--- config.mk ---
export PLATFORM = sky130hd
export DESIGN_NAME = ps2_host_tx
export DESIGN_NICKNAME = d
export VERILOG_FILES = /design/src/rtl/ps2_pkg.sv /design/src/rtl/ps2_sync_edge.sv /design/src/rtl/ps2_host_tx.sv
export SDC_FILE = /design/constraint.sdc
export NUM_CORES = 1
export LEC_CHECK = 0
export ABC_CLOCK_PERIOD_IN_PS = 5890
export CAP_MARGIN = 25
export CORE_UTILIZATION = 62
export CTS_CLUSTER_DIAMETER = 50
export DETAILED_ROUTE_END_ITERATION = 8
export GPL_TIMING_DRIVEN = 0
export PLACE_DENSITY_LB_ADDON = 0.25
export SYNTH_ARGS = -nofsm -noshare
export SYNTH_HDL_FRONTEND = slang
export SYNTH_SLANG_ARGS = --single-unit
--- constraint.sdc ---
create_clock -name iCLK -period 5.89 [get_ports iCLK]
set_clock_uncertainty 0.05 [all_clocks]
set_input_delay 1.4725 -clock iCLK [delete_from_list [all_inputs] [get_ports iCLK]]
set_output_delay 1.4725 -clock iCLK [all_outputs]
set_load 0.02 [all_outputs]
--- src/rtl/ps2_pkg.sv ---
// ps2_pkg: shared PS/2 host state encoding, keyboard command bytes and parity helper
package ps2_pkg;
  typedef enum logic [2:0] {IDLE, INHIBIT, START, SHIFT, ACK, RECOVER} state_t;
  localparam logic [7:0] CMD_SET_LED = 8'hED;
  localparam logic [7:0] CMD_ENABLE  = 8'hF4;
  localparam logic [7:0] CMD_RESET   = 8'hFF;
  function automatic logic odd_par(input logic [7:0] b);
    return ~^b;
  endfunction
endpackage

--- src/rtl/ps2_sync_edge.sv ---
// ps2_sync_edge: 2-flop synchronizers for ps2Clk/ps2Dat plus falling-edge pulse on the clock
module ps2_sync_edge (
  input  logic iCLK,
  input  logic reset,
  input  logic clk_in,
  input  logic dat_in,
  output logic clk_s,
  output logic dat_s,
  output logic clk_fall
);
  logic [2:0] cq;
  logic [1:0] dq;
  always_ff @(posedge iCLK or negedge reset)
    if (!reset) begin
      cq <= 3'b111;
      dq <= 2'b11;
    end else begin
      cq <= {cq[1:0], clk_in};
      dq <= {dq[0], dat_in};
    end
  assign clk_s    = cq[1];
  assign dat_s    = dq[1];
  assign clk_fall = cq[2] & ~cq[1];
endmodule

--- src/rtl/ps2_host_tx.sv ---
// ps2_host_tx: PS/2 host-to-device byte transmitter with ACK/NACK reporting.
// Define PS2_TX_WDOG_EN to add the TIMEOUT_CYC inter-edge watchdog.
module ps2_host_tx
  import ps2_pkg::*;
#(
  parameter int INHIBIT_CYC = 10800,
  parameter int TIMEOUT_CYC = 2160000
) (
  input  logic       iCLK,
  input  logic       reset,
  input  logic [7:0] tx_data,
  input  logic       tx_start,
  input  logic       ps2_clk_in,
  input  logic       ps2_dat_in,
  output logic       ps2_clk_oe,
  output logic       ps2_dat_oe,
  output logic       tx_busy,
  output logic       tx_done,
  output logic       tx_err
);
  localparam int IW = $clog2(INHIBIT_CYC + 1);
  state_t state, state_n;
  logic [IW-1:0] icnt, icnt_n;
  logic [3:0] ecnt, ecnt_n;
  logic [8:0] frame, frame_n;
  logic done_n, err_n, clk_s, dat_s, clk_fall, wdog_hit, inh_last;
  ps2_sync_edge u_sync (
    .iCLK    (iCLK),
    .reset   (reset),
    .clk_in  (ps2_clk_in),
    .dat_in  (ps2_dat_in),
    .clk_s   (clk_s),
    .dat_s   (dat_s),
    .clk_fall(clk_fall)
  );
`ifdef PS2_TX_WDOG_EN
  localparam int WW = $clog2(TIMEOUT_CYC + 1);
  logic [WW-1:0] wcnt;
  logic wait_dev;
  assign wait_dev = state inside {START, SHIFT, ACK};
  // wcnt equals the number of cycles elapsed since the last device falling edge
  always_ff @(posedge iCLK or negedge reset)
    if (!reset) wcnt <= '0;
    else wcnt <= (clk_fall || !wait_dev) ? WW'(1) : wcnt + 1'b1;
  assign wdog_hit = wait_dev && !clk_fall && wcnt == WW'(TIMEOUT_CYC - 1);
`else
  assign wdog_hit = TIMEOUT_CYC < 0;
`endif
  assign inh_last   = icnt == IW'(INHIBIT_CYC - 1);
  assign ps2_clk_oe = state == INHIBIT;
  assign ps2_dat_oe = (state == INHIBIT && inh_last) || state == START ||
                      (state == SHIFT && !frame[ecnt - 4'd1]);
  assign tx_busy    = state != IDLE;
  always_comb begin
    state_n = state;
    icnt_n  = icnt;
    ecnt_n  = ecnt;
    frame_n = frame;
    done_n  = 1'b0;
    err_n   = 1'b0;
    if (wdog_hit) begin
      state_n = IDLE;
      err_n   = 1'b1;
    end else
      case (state)
        IDLE: if (tx_start) begin
          frame_n = {odd_par(tx_data), tx_data};
          icnt_n  = '0;
          ecnt_n  = '0;
          state_n = INHIBIT;
        end
        INHIBIT: begin
          icnt_n  = inh_last ? icnt : icnt + 1'b1;
          state_n = inh_last ? START : INHIBIT;
        end
        START: if (clk_fall) begin
          ecnt_n  = 4'd1;
          state_n = SHIFT;
        end
        SHIFT: if (clk_fall) begin
          ecnt_n  = ecnt + 4'd1;
          state_n = ecnt == 4'd9 ? ACK : SHIFT;
        end
        ACK: if (clk_fall) begin
          done_n  = ~dat_s;
          err_n   = dat_s;
          state_n = RECOVER;
        end
        RECOVER: state_n = (clk_s && dat_s) ? IDLE : RECOVER;
        default: state_n = IDLE;
      endcase
  end
  always_ff @(posedge iCLK or negedge reset)
    if (!reset) begin
      state   <= IDLE;
      icnt    <= '0;
      ecnt    <= '0;
      frame   <= '0;
      tx_done <= 1'b0;
      tx_err  <= 1'b0;
    end else begin
      state   <= state_n;
      icnt    <= icnt_n;
      ecnt    <= ecnt_n;
      frame   <= frame_n;
      tx_done <= done_n;
      tx_err  <= err_n;
    end
endmodule

==> impl_metrics.env <==
export IMPL_antenna_found_initial=0
export IMPL_use_met2_pct=39.9
export IMPL_placed_area_sq_um=2320
export IMPL_cts_resized=0
export IMPL_max_cap_viol_count=0
export IMPL_htree_levels=2
export IMPL_cts_tree="built"
export IMPL_share_comb_of_total_power_pct=32.9
export IMPL_clock_sinks=37
export IMPL_numCtsBuffers=5
export IMPL_fin_crit_ns=4.89
export IMPL_finalNetCount=259
export IMPL_synth_seq_cells=37
export IMPL_max_slew_margin_pct=44.1
export IMPL_status="completed"
export IMPL_antenna_left=0
export IMPL_viasPerCell=6.06
export IMPL_dp_hpwl_microns=2870
export IMPL_grtUsageMet3_pct=5.84
export IMPL_die_h_microns=60.1
export IMPL_seqPwrFrac_pct=44.4
export IMPL_syn_avg_cell_area_sq_um=9.61
export IMPL_rows=20
export IMPL_slew_violations=0
export IMPL_switching_share_pct=36.0
export IMPL_min_path_type="flip-flop to flip-flop"
export IMPL_power_leakage_nw=1.01
export IMPL_die_area_sq_um=3620
export IMPL_ctsHoldBuffers=0
export IMPL_nFillCells=232
export IMPL_p_int_w=0.000516
export IMPL_clock_path_buffers=2
export IMPL_grt_pass1_wl_microns=6950
export IMPL_register_area_sq_um=932
export IMPL_hold_violations=0
export IMPL_worstPathArrival_ns=3.36
export IMPL_cts_root_buf="clkbuf_4"
export IMPL_ys_async_sr_fraction_pct=100
export IMPL_dp_cells=279
export IMPL_gr_usage_met1_pct=36.1
export IMPL_grt_busiest_layer="met2"
export IMPL_io_pins=18
export IMPL_final_area_sq_um=2400
export IMPL_drt_initial_drc_count=137
export IMPL_grtUsageTotal_pct=26.2
export IMPL_ys_warnings_count=0
export IMPL_start_util_pct=67.0
export IMPL_vias=1739
export IMPL_grt_max_degree=38
export IMPL_cp_end_kind="output pin"
export IMPL_period_share_pct=82.9
export IMPL_drcViolationCount=0
export IMPL_ys_seq_area_share_pct=44.5
export IMPL_pre_cts_slack_ns=1.40
export IMPL_path_class="flip-flop to output pin"
export IMPL_start_kind="flip-flop"
export IMPL_wl_microns=4010
export IMPL_cp_required_ns=4.37
export IMPL_multi_input_area_sq_um=1090
export IMPL_pwr_share_clk_pct=22.6
export IMPL_worstPathMaxFanout=10
export IMPL_p_per_area_nw_per_um2=336
export IMPL_ys_flop_type="dfrtp_1"
export IMPL_setup_viol=0
export IMPL_syn_area_sq_um=2100
export IMPL_drive_above_1_share_pct=11.9
export IMPL_drtPass1Iterations=4
export IMPL_antenna_cells=0
export IMPL_core_region_area_sq_um=3130
export IMPL_insertion_delay_ns=0.36
export IMPL_wire_per_inst_microns=14.0
export IMPL_syn_inst=218
export IMPL_stdcell_count=287
export IMPL_final_common_cell="nand2_1"
export IMPL_grt_overflow_total=0
export IMPL_grt_pass1_vias=1544
export IMPL_io_buffers=17
export IMPL_post_cts_repair_setup_buffers=0
export IMPL_final_cell_mix="nand2_1 (35), dfrtp_1 (32), clkdlybuf4s50_1 (16)"
export IMPL_synth_edff_count=0
export IMPL_place_congestion=0.885
export IMPL_synth_fp_nets=235
export IMPL_fmax_ghz=0.205
export IMPL_yosys_cell_types_count=49
export IMPL_finalSetupTns_ns=0
export IMPL_p_sw_w=0.000290
export IMPL_area_growth_pct=14.5
export IMPL_fin_ws_ns=1.00
export IMPL_cts_clk_slew_worst_paths_ns=0.12
export IMPL_rsz0062_at_grt="false"
export IMPL_worst_slew_pin_slew_ns=0.827
export IMPL_worst_ir_drop_vdd_mv=0.215
export IMPL_die_width_microns=60.1
-- power by group through the flow --
stage               combinational, W  sequential [W]  clock [W]
finish                      0.000265        0.000358   0.000182
floorplan                   0.000196        0.000346          0
global placement            0.000258        0.000359          0
detailed placement          0.000264        0.000360          0
global route                0.000301        0.000365   0.000197
CTS                         0.000265        0.000356   0.000188
-- through the flow --
| step | hold slack (ns) | total power, W | utilization (%) |
|---|---|---|---|
| final | 0.313 | 0.000805 | 76.7 |
| after global routing | 0.324 | 0.000862 | 76.7 |
| after global placement | 0.296 | 0.000617 | 74.2 |
| after detailed placement | 0.297 | 0.000624 | 74.0 |
| after CTS | 0.315 | 0.000809 | 76.7 |
| after floorplan | 0.295 | 0.000542 | - |
-- worst paths after layout --
kind                              startpoint      endpoint  slack [ns]  cells past startpoint
worst max-delay path                 ecnt[0]    ps2_dat_oe        1.00                      8
worst min register to register  u_sync.dq[0]  u_sync.dq[1]        0.31                      0
min in group asynchronous              reset       tx_done        1.13                      1
worst max register to register       icnt[0]      state[0]        3.86                      5
worst min-delay path            u_sync.dq[0]  u_sync.dq[1]        0.31                      0
max in group asynchronous              reset      frame[4]        4.16                      1
-- routing by layer --
metal  vias to the layer above  wire, microns
li1                        855              -
met5                         -              0
met2                        53           1860
met4                         0             57
met1                       824           1870
met3                         7            220
-- cell usage after synthesis, types with 3 or more instances --
| master | instances | area share [%] |
|---|---|---|
| o31ai_1 | 4 | 1.4 |
| a21oi_1 | 5 | 1.2 |
| nand4_1 | 6 | 1.8 |
| nor4b_1 | 3 | 1.3 |
| mux4_2 | 3 | 3.2 |
| nand3_1 | 11 | 2.6 |
| xor2_1 | 6 | 2.5 |
| clkbuf_1 | 5 | 0.90 |
| and4_1 | 4 | 1.7 |
| nor2_1 | 9 | 1.6 |
| ha_1 | 4 | 2.4 |
| nand2b_1 | 3 | 0.90 |
| nor3_1 | 5 | 1.2 |
| xnor2_1 | 6 | 2.5 |
| nand2_1 | 35 | 6.3 |
| dfrtp_1 | 32 | 38 |
| dfstp_2 | 5 | 6.3 |
| o211ai_1 | 4 | 1.4 |
| nor2b_1 | 7 | 2.1 |
| o21ai_0 | 14 | 3.3 |
| nand4b_1 | 3 | 1.3 |
| buf_2 | 3 | 0.72 |
| inv_1 | 4 | 0.72 |
| nand3b_1 | 3 | 1.1 |
-- cells by family after synthesis --
kind of cell               synth area share (%)
AOI/OAI and AO/OA                          12.8
xor gates and xnor gates                   5.01
adders and majority gates                  2.39
buffers and inverters                      3.40
DFF                                        44.5
muxes                                      4.72
and+or+nand+nor                            27.2
-- area by class of cell --
class,instances,share of cell area [%]
Multi-Input combinational cell,166,45.5
Sequential cell,37,38.8
Timing Repair Buffer,17,6.88
Tap cell,44,2.29
Buffer,10,2.19
Clock inverter,3,1.93
Clock buffer,5,1.56
Inverter,5,0.782
-- sequential cells by signal, indices dropped and copies added (netlist names) --
signal / count
frame: 9
tx_done: 1
u_sync.cq: 3
u_sync.dq: 2
state: 3
ecnt: 4
tx_err: 1
icnt: 14
-- critical path, cell delays in order (launching register included) --
cell and delay (ns):
dfrtp_1 0.45, buf_2 0.25, inv_1 0.08, ha_1 0.27, clkbuf_1 0.28, mux4_2 0.53, and3_1 0.19, o32ai_1 0.30
clkdlybuf4s50_1 0.66
No activity file was read; power rests on OpenSTA's default activity.
